### src/rtl/alu_arbiter.sv
// alu_arbiter: shares one combinational ALU between two requesters.
// Round-robin or fixed-priority grant, registered operands, buffered response.
module alu_arbiter #(
  parameter bit FIXED_PRIO = 1'b0
) (
  input  logic        clk,
  input  logic        rst,
  input  logic        req0_valid,
  output logic        req0_ready,
  input  logic [31:0] req0_instr,
  input  logic [31:0] req0_a,
  input  logic [31:0] req0_b,
  input  logic        req1_valid,
  output logic        req1_ready,
  input  logic [31:0] req1_instr,
  input  logic [31:0] req1_a,
  input  logic [31:0] req1_b,
  output logic [31:0] alu_instruction,
  output logic [31:0] alu_regA,
  output logic [31:0] alu_regB,
  input  logic [31:0] alu_result,
  input  logic [2:0]  alu_flags,
  output logic        rsp_valid,
  input  logic        rsp_ready,
  output logic        rsp_id,
  output logic [31:0] rsp_result,
  output logic [2:0]  rsp_flags,
  output logic        busy,
  output logic [15:0] op_count
);

  typedef enum logic [1:0] {
    IDLE = 2'd0,
    EXEC = 2'd1,
    RESP = 2'd2
  } state_t;

  state_t      state_q, state_d;
  logic        last_grant_q, last_grant_d;
  logic        rsp_id_q, rsp_id_d;
  logic        rsp_valid_q, rsp_valid_d;
  logic [31:0] instr_q, instr_d;
  logic [31:0] a_q, a_d;
  logic [31:0] b_q, b_d;
  logic [31:0] result_q, result_d;
  logic [2:0]  flags_q, flags_d;
  logic [15:0] op_count_q, op_count_d;

  logic grant_vld;
  logic grant;
  logic idle;
  logic accept;

  // On contention the port that did not win last time goes next
  always_comb begin
    grant_vld = req0_valid | req1_valid;
    grant     = 1'b0;
    if (req0_valid && req1_valid) begin
      grant = FIXED_PRIO ? 1'b0 : ~last_grant_q;
    end else begin
      grant = req1_valid;
    end
  end

  assign idle       = (state_q == IDLE) && !rst;
  assign req0_ready = idle && grant_vld && !grant;
  assign req1_ready = idle && grant_vld && grant;
  assign accept     = (req0_valid && req0_ready) ||
                      (req1_valid && req1_ready);

  always_comb begin
    state_d      = state_q;
    last_grant_d = last_grant_q;
    rsp_id_d     = rsp_id_q;
    rsp_valid_d  = rsp_valid_q;
    instr_d      = instr_q;
    a_d          = a_q;
    b_d          = b_q;
    result_d     = result_q;
    flags_d      = flags_q;
    op_count_d   = op_count_q;
    unique case (state_q)
      IDLE: begin
        if (accept) begin
          instr_d      = grant ? req1_instr : req0_instr;
          a_d          = grant ? req1_a : req0_a;
          b_d          = grant ? req1_b : req0_b;
          rsp_id_d     = grant;
          last_grant_d = grant;
          state_d      = EXEC;
        end
      end
      EXEC: begin
        result_d    = alu_result;
        flags_d     = alu_flags;
        rsp_valid_d = 1'b1;
        state_d     = RESP;
      end
      RESP: begin
        if (rsp_ready) begin
          rsp_valid_d = 1'b0;
          op_count_d  = op_count_q + 16'd1;
          state_d     = IDLE;
        end
      end
      default: begin
        rsp_valid_d = 1'b0;
        state_d     = IDLE;
      end
    endcase
  end

  always_ff @(posedge clk or posedge rst) begin
    if (rst) begin
      state_q      <= IDLE;
      last_grant_q <= 1'b1;
      rsp_id_q     <= 1'b0;
      rsp_valid_q  <= 1'b0;
      instr_q      <= '0;
      a_q          <= '0;
      b_q          <= '0;
      result_q     <= '0;
      flags_q      <= '0;
      op_count_q   <= '0;
    end else begin
      state_q      <= state_d;
      last_grant_q <= last_grant_d;
      rsp_id_q     <= rsp_id_d;
      rsp_valid_q  <= rsp_valid_d;
      instr_q      <= instr_d;
      a_q          <= a_d;
      b_q          <= b_d;
      result_q     <= result_d;
      flags_q      <= flags_d;
      op_count_q   <= op_count_d;
    end
  end

  assign alu_instruction = instr_q;
  assign alu_regA        = a_q;
  assign alu_regB        = b_q;
  assign rsp_valid       = rsp_valid_q;
  assign rsp_id          = rsp_id_q;
  assign rsp_result      = result_q;
  assign rsp_flags       = flags_q;
  assign busy            = (state_q != IDLE);
  assign op_count        = op_count_q;

endmodule

### config.mk
export PLATFORM = sky130hd
export DESIGN_NAME = alu_arbiter
export DESIGN_NICKNAME = d
export VERILOG_FILES = /design/src/rtl/alu_arbiter.sv
export SDC_FILE = /design/constraint.sdc
export NUM_CORES = 1
export LEC_CHECK = 0
export BUFFER_PORTS_ARGS = -buffer_cell sky130_fd_sc_hd__buf_4
export CAP_MARGIN = 20
export CORE_AREA = 2 2 148 150
export CTS_BUF_LIST = sky130_fd_sc_hd__clkbuf_8
export DETAILED_ROUTE_END_ITERATION = 16
export DIE_AREA = 0 0 150 152
export PLACE_DENSITY = 0.68
export SLEW_MARGIN = 25
export SYNTH_ARGS = -nofsm -noshare
export SYNTH_HDL_FRONTEND = slang
export SYNTH_SLANG_ARGS = --single-unit
### constraint.sdc
create_clock -name clk -period 4.76 [get_ports clk]
set_input_delay 0.238 -clock clk [delete_from_list [all_inputs] [get_ports clk]]
set_output_delay 0.238 -clock clk [all_outputs]
set_load 0.05 [all_outputs]
==> results of run 1 <==
-- worst max path at each step --
stage	from	to	slack [ps]
finish	state_q[1]$_DFFE_PP0P_	alu_instruction[26]$_DFFE_PP0P_	1710
global route	state_q[1]$_DFFE_PP0P_	alu_instruction[26]$_DFFE_PP0P_	1570
CTS	state_q[1]$_DFFE_PP0P_	alu_regB[26]$_DFFE_PP0P_	1820
detailed placement	state_q[1]$_DFFE_PP0P_	alu_regB[22]$_DFFE_PP0P_	2370
global placement	state_q[1]$_DFFE_PP0P_	req0_ready	2430
floorplan	rst	alu_instruction[0]$_DFFE_PP0P_	430
-- layer usage --
layer | vias to the layer above | part of all wire, %
li1 | 2766 | -
met1 | 3031 | 38
met2 | 332 | 51
met3 | 45 | 7.5
met4 | 0 | 3.0
met5 | - | 0
-- kinds of logic after synthesis --
logic type / after synthesis / share of synthesized area (%)
flip-flops: 152 / 62.44
AND/OR/NAND/NOR: 33 / 3.163
buffers and inverters: 135 / 9.076
adder cells (fa/ha/maj): 1 / 0.2053
XOR/XNOR: 15 / 2.156
AO/OA/AOI/OAI: 101 / 16.30
multiplexers: 36 / 6.653
-- layout make-up --
type                    instances  area (um2)
fillers                      1885       10490
repair buffers                514        4192
flip-flops and latches        152        3805
multi-input cells             186        1759
inverters                      99       376.6
well taps                     280       350.3
clock buffers                  17       234.0
clock inverters                15       143.9
diodes                          2       5.005
-- critical path, cell delays in order, from the launching register on --
cell and delay [ps]:
dfrtp_1 450, nor3_2 350, and3_4 660, buf_4 580, a222oi_1 180, dlygate4sd3_1 650, inv_1 60
-- power by group through the flow --
stage / sequential, mW / clock (mW) / combinational (mW)
2_1_floorplan: 4.15 / 0 / 0.736
3_3_place_gp: 2.21 / 0 / 3.98
3_5_place_dp: 2.21 / 0 / 4.03
4_1_cts: 2.20 / 0.999 / 4.25
5_1_grt: 2.28 / 1.06 / 4.46
6_report: 2.22 / 0.965 / 4.27
-- state kept, by name, summed over array words and instances, names as in the netlist --
signal	count
alu_regA	32
rsp_result	32
rsp_valid	1
last_grant_q	1
rsp_id	1
alu_regB	32
op_count	16
alu_instruction	32
rsp_flags	3
state_q	2
-- layout by cell type (no fill, tap or decap), types with 2 or more instances in the layout --
cell type | netlist | final
a21o_1 | 2 | 2
a222oi_1 | 96 | 96
and3_4 | 0 | 2
buf_4 | 0 | 388
clkbuf_8 | 0 | 17
clkinv_4 | 0 | 4
clkinvlp_4 | 0 | 2
dfrtp_1 | 151 | 151
diode_2 | 0 | 2
dlygate4sd3_1 | 0 | 125
inv_1 | 99 | 99
inv_6 | 0 | 6
mux2_2 | 36 | 36
nand2_1 | 7 | 7
nand3_1 | 4 | 4
nand4_1 | 2 | 2
nor2_1 | 2 | 2
nor3_1 | 3 | 3
or2_2 | 2 | 2
xnor2_1 | 9 | 9
xor2_1 | 6 | 6
-- metrics by stage --
step	total power, mW	instances
2_1_floorplan	4.884	473
3_3_place_gp	6.190	1105
3_5_place_dp	6.239	1105
4_1_cts	7.450	1256
5_1_grt	7.807	1265
6_report	7.448	1265
-- timing repair --
action / CTS / global route
hold buffers: 119 / 6
setup endpoints to repair: 0 / 0
endpoints found under the hold margin: 155 / 5
==> results.yml, run 1 <==
outcome:
  status: "finished, final reports clean"
global_routing:
  grt-ovfl-total: 0
  grt_use_met3_pct: 4.444
  antenna_found_initial: 2
  grt_max_degree: 98
  top_usage_layer: "met2"
  grt_pass1_wl_mm: 33.15
  grtUsageMet2_pct: 32.05
  gr-usage-all-layers_pct: 18.48
  grt_use_met1_pct: 21.65
  grt_pass1_vias: 6266
worst_hold_path:
  worst_hold_startpoint: "alu_result[25]"
  hold_end: "rsp_result[25]$_DFFE_PP0P_"
  hold_class: "in2reg"
  hold_depth: 2
pwr:
  ir_drop_mv: 0.3593
  p_int_mw: 3.741
  swShare_pct: 49.77
  p_leak_nw: 5.676
  power_frac_comb_pct: 57.3
  seqPwrFrac_pct: 29.7
  power.share.clock_pct: 13.0
  p_sw_mw: 3.707
  power_density_nw_per_um2: 685.5
logic_synthesis:
  synth.top_cell.area_share_pct: 62.01
  synth_common_cells: "dfrtp_1, inv_1, a222oi_1, mux2_2, clkbuf_1"
  synth_edf_count: 0
  yosysMostFrequentCell: "dfrtp_1"
  avgSynthCellArea_um2: 12.88
  yosysWarnings: 0
  async_flop_share_pct: 100.0
  postSynthCellCount: 473
  yosys_register_bits: 152
  synth.largest_area_cell: "dfrtp_1"
  synth_area_um2: 6093
  yosysUniqueCellTypes: 32
  ys_top_cells_by_area: "dfrtp_1, a222oi_1, mux2_2, inv_1, xnor2_1"
  synth_nets: 706
  ys_seq_area_share_pct: 62.44
  synth-main-ff-cell: "dfrtp_1"
setup_path:
  cp.arrival_ps: 3440
  critical_path.startpoint_type: "flop"
  critical_path_class: "reg2reg"
  reg2reg_slack_ps: 1710
  r2r-start: "state_q[1]$_DFFE_PP0P_"
  crit_fanout: 50
  crit_required_ps: 5150
  endpoint_kind: "flop"
  worstRegToRegCells: 6
  regToRegEndpoint: "alu_instruction[26]$_DFFE_PP0P_"
die:
  pin_count: 384
  core-area_um2: 21350
  row_count: 54
  fp.dieArea_um2: 22800
  fp.dieW_um: 150
  die_y_um: 152
  start_util_pct: 28.54
sta:
  finalSetupTns_ps: 0
  timing.fmax_mhz: 327.9
  hold_viol_final: 0
  worst_slack_ps: 1710
  setup_viol: 0
  slew_headroom_pct: 39.04
  period_share_pct: 64.08
  slew_violations: 0
  period_minus_slack_ps: 3050
  holdWs_ps: 28.12
  worstMarginPinSlew_ps: 910.9
  fin_worst_skew_ps: 11.49
  rsz0062_at_grt: "no"
clocking:
  cts_tree: "done"
  htree_levels: 4
  cts.sink_count: 152
  post_cts_buffers: 0
  post_cts_resized: 0
  cts-buffers-inserted: 17
  cts_buffer_depth: 2
  clkTransAtPathRegs_ps: 90
  clkLatencyLatePin_ps: 440
  cts_root_buf: "clkbuf_8"
routing:
  drc: 0
  ant_nets: 0
  viasPerCell: 4.881
  drt_iter0_drc: 766
  wirelength_mm: 21.71
  num_vias: 6174
  wire_per_inst_um: 17.16
  dr.pass1.iters: 11
run:
  maxCapViolations: 0
cells_and_area:
  drive_above_1_share_pct: 47.41
  design_area_um2: 10870
  area_growth_pct: 78.32
  final_core_util_pct: 50.89
  final_nets: 1203
placed_design:
  gp_congestion: 0.7861
  placed_cell_area_um2: 9204
  place_ws_ps: 2366
  dp_hpwl_mm: 13.97
  port-buffer-count: 383
No activity file was read; power rests on OpenSTA's default activity.
==> inputs of run 2 (changes only) <==
--- a/config.mk
+++ b/config.mk
@@ -5,12 +5,13 @@
 export SDC_FILE = /design/constraint.sdc
 export NUM_CORES = 1
 export LEC_CHECK = 0
+export ABC_AREA = 1
 export BUFFER_PORTS_ARGS = -buffer_cell sky130_fd_sc_hd__buf_4
 export CAP_MARGIN = 20
-export CORE_AREA = 2 2 148 150
+export CORE_AREA = 2 2 150 152
 export CTS_BUF_LIST = sky130_fd_sc_hd__clkbuf_8
 export DETAILED_ROUTE_END_ITERATION = 16
-export DIE_AREA = 0 0 150 152
+export DIE_AREA = 0 0 152 154
 export PLACE_DENSITY = 0.68
 export SLEW_MARGIN = 25
 export SYNTH_ARGS = -nofsm -noshare
==> constraint.sdc (replaced) <==
create_clock -name clk -period 3.1 [get_ports clk]
set_input_delay 0.155 -clock clk [delete_from_list [all_inputs] [get_ports clk]]
set_output_delay 0.155 -clock clk [all_outputs]
set_load 0.05 [all_outputs]
==> run 2 against run 1 <==
Against the previous run: clock power is 61% higher; sequential share of layout area is 4.0 points lower; flip-flop and latch count stayed put; worst hold slack better by 420 ps; die area is 2.7% higher; highest routed layer unchanged; critical path type is now in2reg.
==> results.yml, run 2 <==
sta:
  holdWs_ps: 448.1
  slew_headroom_pct: 39.94
  worstMarginPinSlew_ps: 900.9
  worst_slack_ps: 210.6
  rsz0062_at_grt: "no"
  period_minus_slack_ps: 2889
  slew_violations: 0
  fin_worst_skew_ps: 21.13
  timing.fmax_mhz: 346.1
  setup_viol: 0
  hold_viol_final: 0
  finalSetupTns_ps: 0
  period_share_pct: 93.21
pwr:
  p_sw_mw: 5.961
  p_int_mw: 6.255
  p_leak_nw: 6.165
  seqPwrFrac_pct: 27.9
  power.share.clock_pct: 12.7
  ir_drop_mv: 0.5546
  power_density_nw_per_um2: 996.9
  power_mw: 12.22
  swShare_pct: 48.80
  power_frac_comb_pct: 59.4
logic_synthesis:
  yosysUniqueCellTypes: 22
  postSynthCellCount: 694
  yosys_register_bits: 152
  ys_seq_area_share_pct: 59.67
  synth-main-ff-cell: "dfrtp_1"
  avgSynthCellArea_um2: 9.187
  synth.largest_area_cell: "dfrtp_1"
  synth_area_um2: 6376
  synth_edf_count: 0
  synth.top_cell.area_share_pct: 59.26
  yosysWarnings: 0
  synth_nets: 927
  yosysMostFrequentCell: "nand2_1"
  synth_common_cells: "nand2_1, dfrtp_1, nand3_1, mux2_2"
  ys_top_cells_by_area: "dfrtp_1, nand2_1, nand3_1, mux2_2, buf_2"
  async_flop_share_pct: 100.0
run:
  maxCapViolations: 0
die:
  row_count: 54
  start_util_pct: 29.40
  fp.dieArea_um2: 23410
  die_y_um: 154
  pin_count: 384
  fp.dieW_um: 152
  core-area_um2: 21690
setup_path:
  crit_fanout: 55
  crit_required_ps: 3470
  critical_path.startpoint_type: "input port"
  critical_path_class: "in2reg"
  r2r-start: "state_q[1]$_DFFE_PP0P_"
  cp-startpoint: "req0_valid"
  cp.arrival_ps: 3260
  endpoint_kind: "flop"
routing:
  wire_per_inst_um: 15.65
  viasPerCell: 4.562
  drc: 0
  ant_nets: 0
  wirelength_mm: 24.99
  drt_iter0_drc: 318
  num_vias: 7286
  dr.pass1.iters: 5
clocking:
  clkTransAtPathRegs_ps: 90
  cts.sink_count: 152
  cts-buffers-inserted: 17
  clkLatencyLatePin_ps: 450
  cts_tree: "done"
  post_cts_resized: 0
  htree_levels: 4
  cts_buffer_depth: 2
  cts_root_buf: "clkbuf_8"
global_routing:
  grt_pass1_wl_mm: 39.39
  gr-usage-all-layers_pct: 20.88
  grt_max_degree: 99
  antenna_found_initial: 0
  grt_pass1_vias: 7728
  grt-ovfl-total: 0
placed_design:
  place_ws_ps: 1165
  port-buffer-count: 383
  placed_cell_area_um2: 9542
  gp_congestion: 0.8073
  dp_hpwl_mm: 15.16
  dp_cells: 1334
cells_and_area:
  design_area_um2: 12250
  drive_above_1_share_pct: 35.76
  layout_common_cells: "buf_4, nand2_1, dlygate4sd3_1"
  final_common_cell: "buf_4"
  n_antenna_cell: 0
  final_core_util_pct: 56.50
  fin_cells: 1597
  final_nets: 1537
  area_growth_pct: 92.17
worst_hold_path:
  hold_class: "in2async"
outcome:
  status: "finished, final reports clean"
-- run 2: cell count changes in the layout (fill, tap and decap cells not counted), moves of 3 or more --
cell / previous run / this run
nor2_1: 2 / 15
nand3_1: 4 / 101
dlygate4sd3_1: 125 / 231
buf_4: 388 / 391
a222oi_1: 96 / 0
clkinv_4: 4 / 1
inv_1: 99 / 10
nand2_1: 7 / 316
-- run 2: what timing repair did --
action / in CTS / in global routing
buffers inserted: 0 / 0
endpoints found under the hold margin: 159 / 0
hold buffers: 231 / 0
-- run 2: power groups by stage --
stage	clock network, mW	registers (mW)	logic [mW]
after CTS	1.61	3.38	7.17
final	1.55	3.41	7.25
after detailed placement	0	3.40	6.22
after global placement	0	3.38	6.17
after floorplan	0	6.39	1.11
after global routing	1.68	3.51	7.58
-- run 2: path summary, 6_finish.rpt --
kind / end / slack, ps / cells after the start
setup / recovery: alu_regA[15]$_DFFE_PP0P_ / 210 / 11
hold / removal: rsp_result[27]$_DFFE_PP0P_ / 450 / 4
setup reg to reg: alu_regA[15]$_DFFE_PP0P_ / 490 / 9
hold reg to reg: last_grant_q$_DFFE_PP1P_ / 470 / 2
max in group asynchronous: alu_instruction[6]$_DFFE_PP0P_ / 1440 / 5
min in group clk: alu_regA[30]$_DFFE_PP0P_ / 450 / 4
-- run 2: critical path, cell delays in order --
cell and delay [ps]:
dlygate4sd3_1 540, buf_4 110, nor2_1 30, dlygate4sd3_1 560
nor2_2 120, clkinv_2 100, nor2_4 450, buf_12 310
nand2_1 120, nand3_1 100, dlygate4sd3_1 600
-- run 2: final cells by class --
type / count / area, um2
clock buffer: 19 / 261.5
multi-input combinational: 495 / 2366
sequential: 152 / 3805
inverter: 14 / 57.56
timing repair buffer: 624 / 5279
clock inverter: 13 / 133.9
fill: 1774 / 9435
tap: 280 / 350.3
-- run 2: logic make-up (layout without fill, tap and decap cells) --
logic type | Yosys count | count (layout) | share of synthesized area [%]
adders and majority gates | 1 | 1 | 0.1962
and+or+nand+nor | 443 | 443 | 28.65
muxes | 36 | 36 | 6.358
buffers and inverters | 47 | 670 | 3.297
DFF | 152 | 152 | 59.67
xor gates and xnor gates | 11 | 11 | 1.511
AOI/OAI and AO/OA | 4 | 4 | 0.3140
-- run 2: per-layer routing --
layer / GRT usage [%] / up-vias / routed length [um]
li1: - / 3436 / -
met1: 24.01 / 3431 / 9850
met2: 36.74 / 349 / 12550
met3: 5.158 / 70 / 1657
met4: 9.568 / 0 / 926
met5: 0 / - / 0
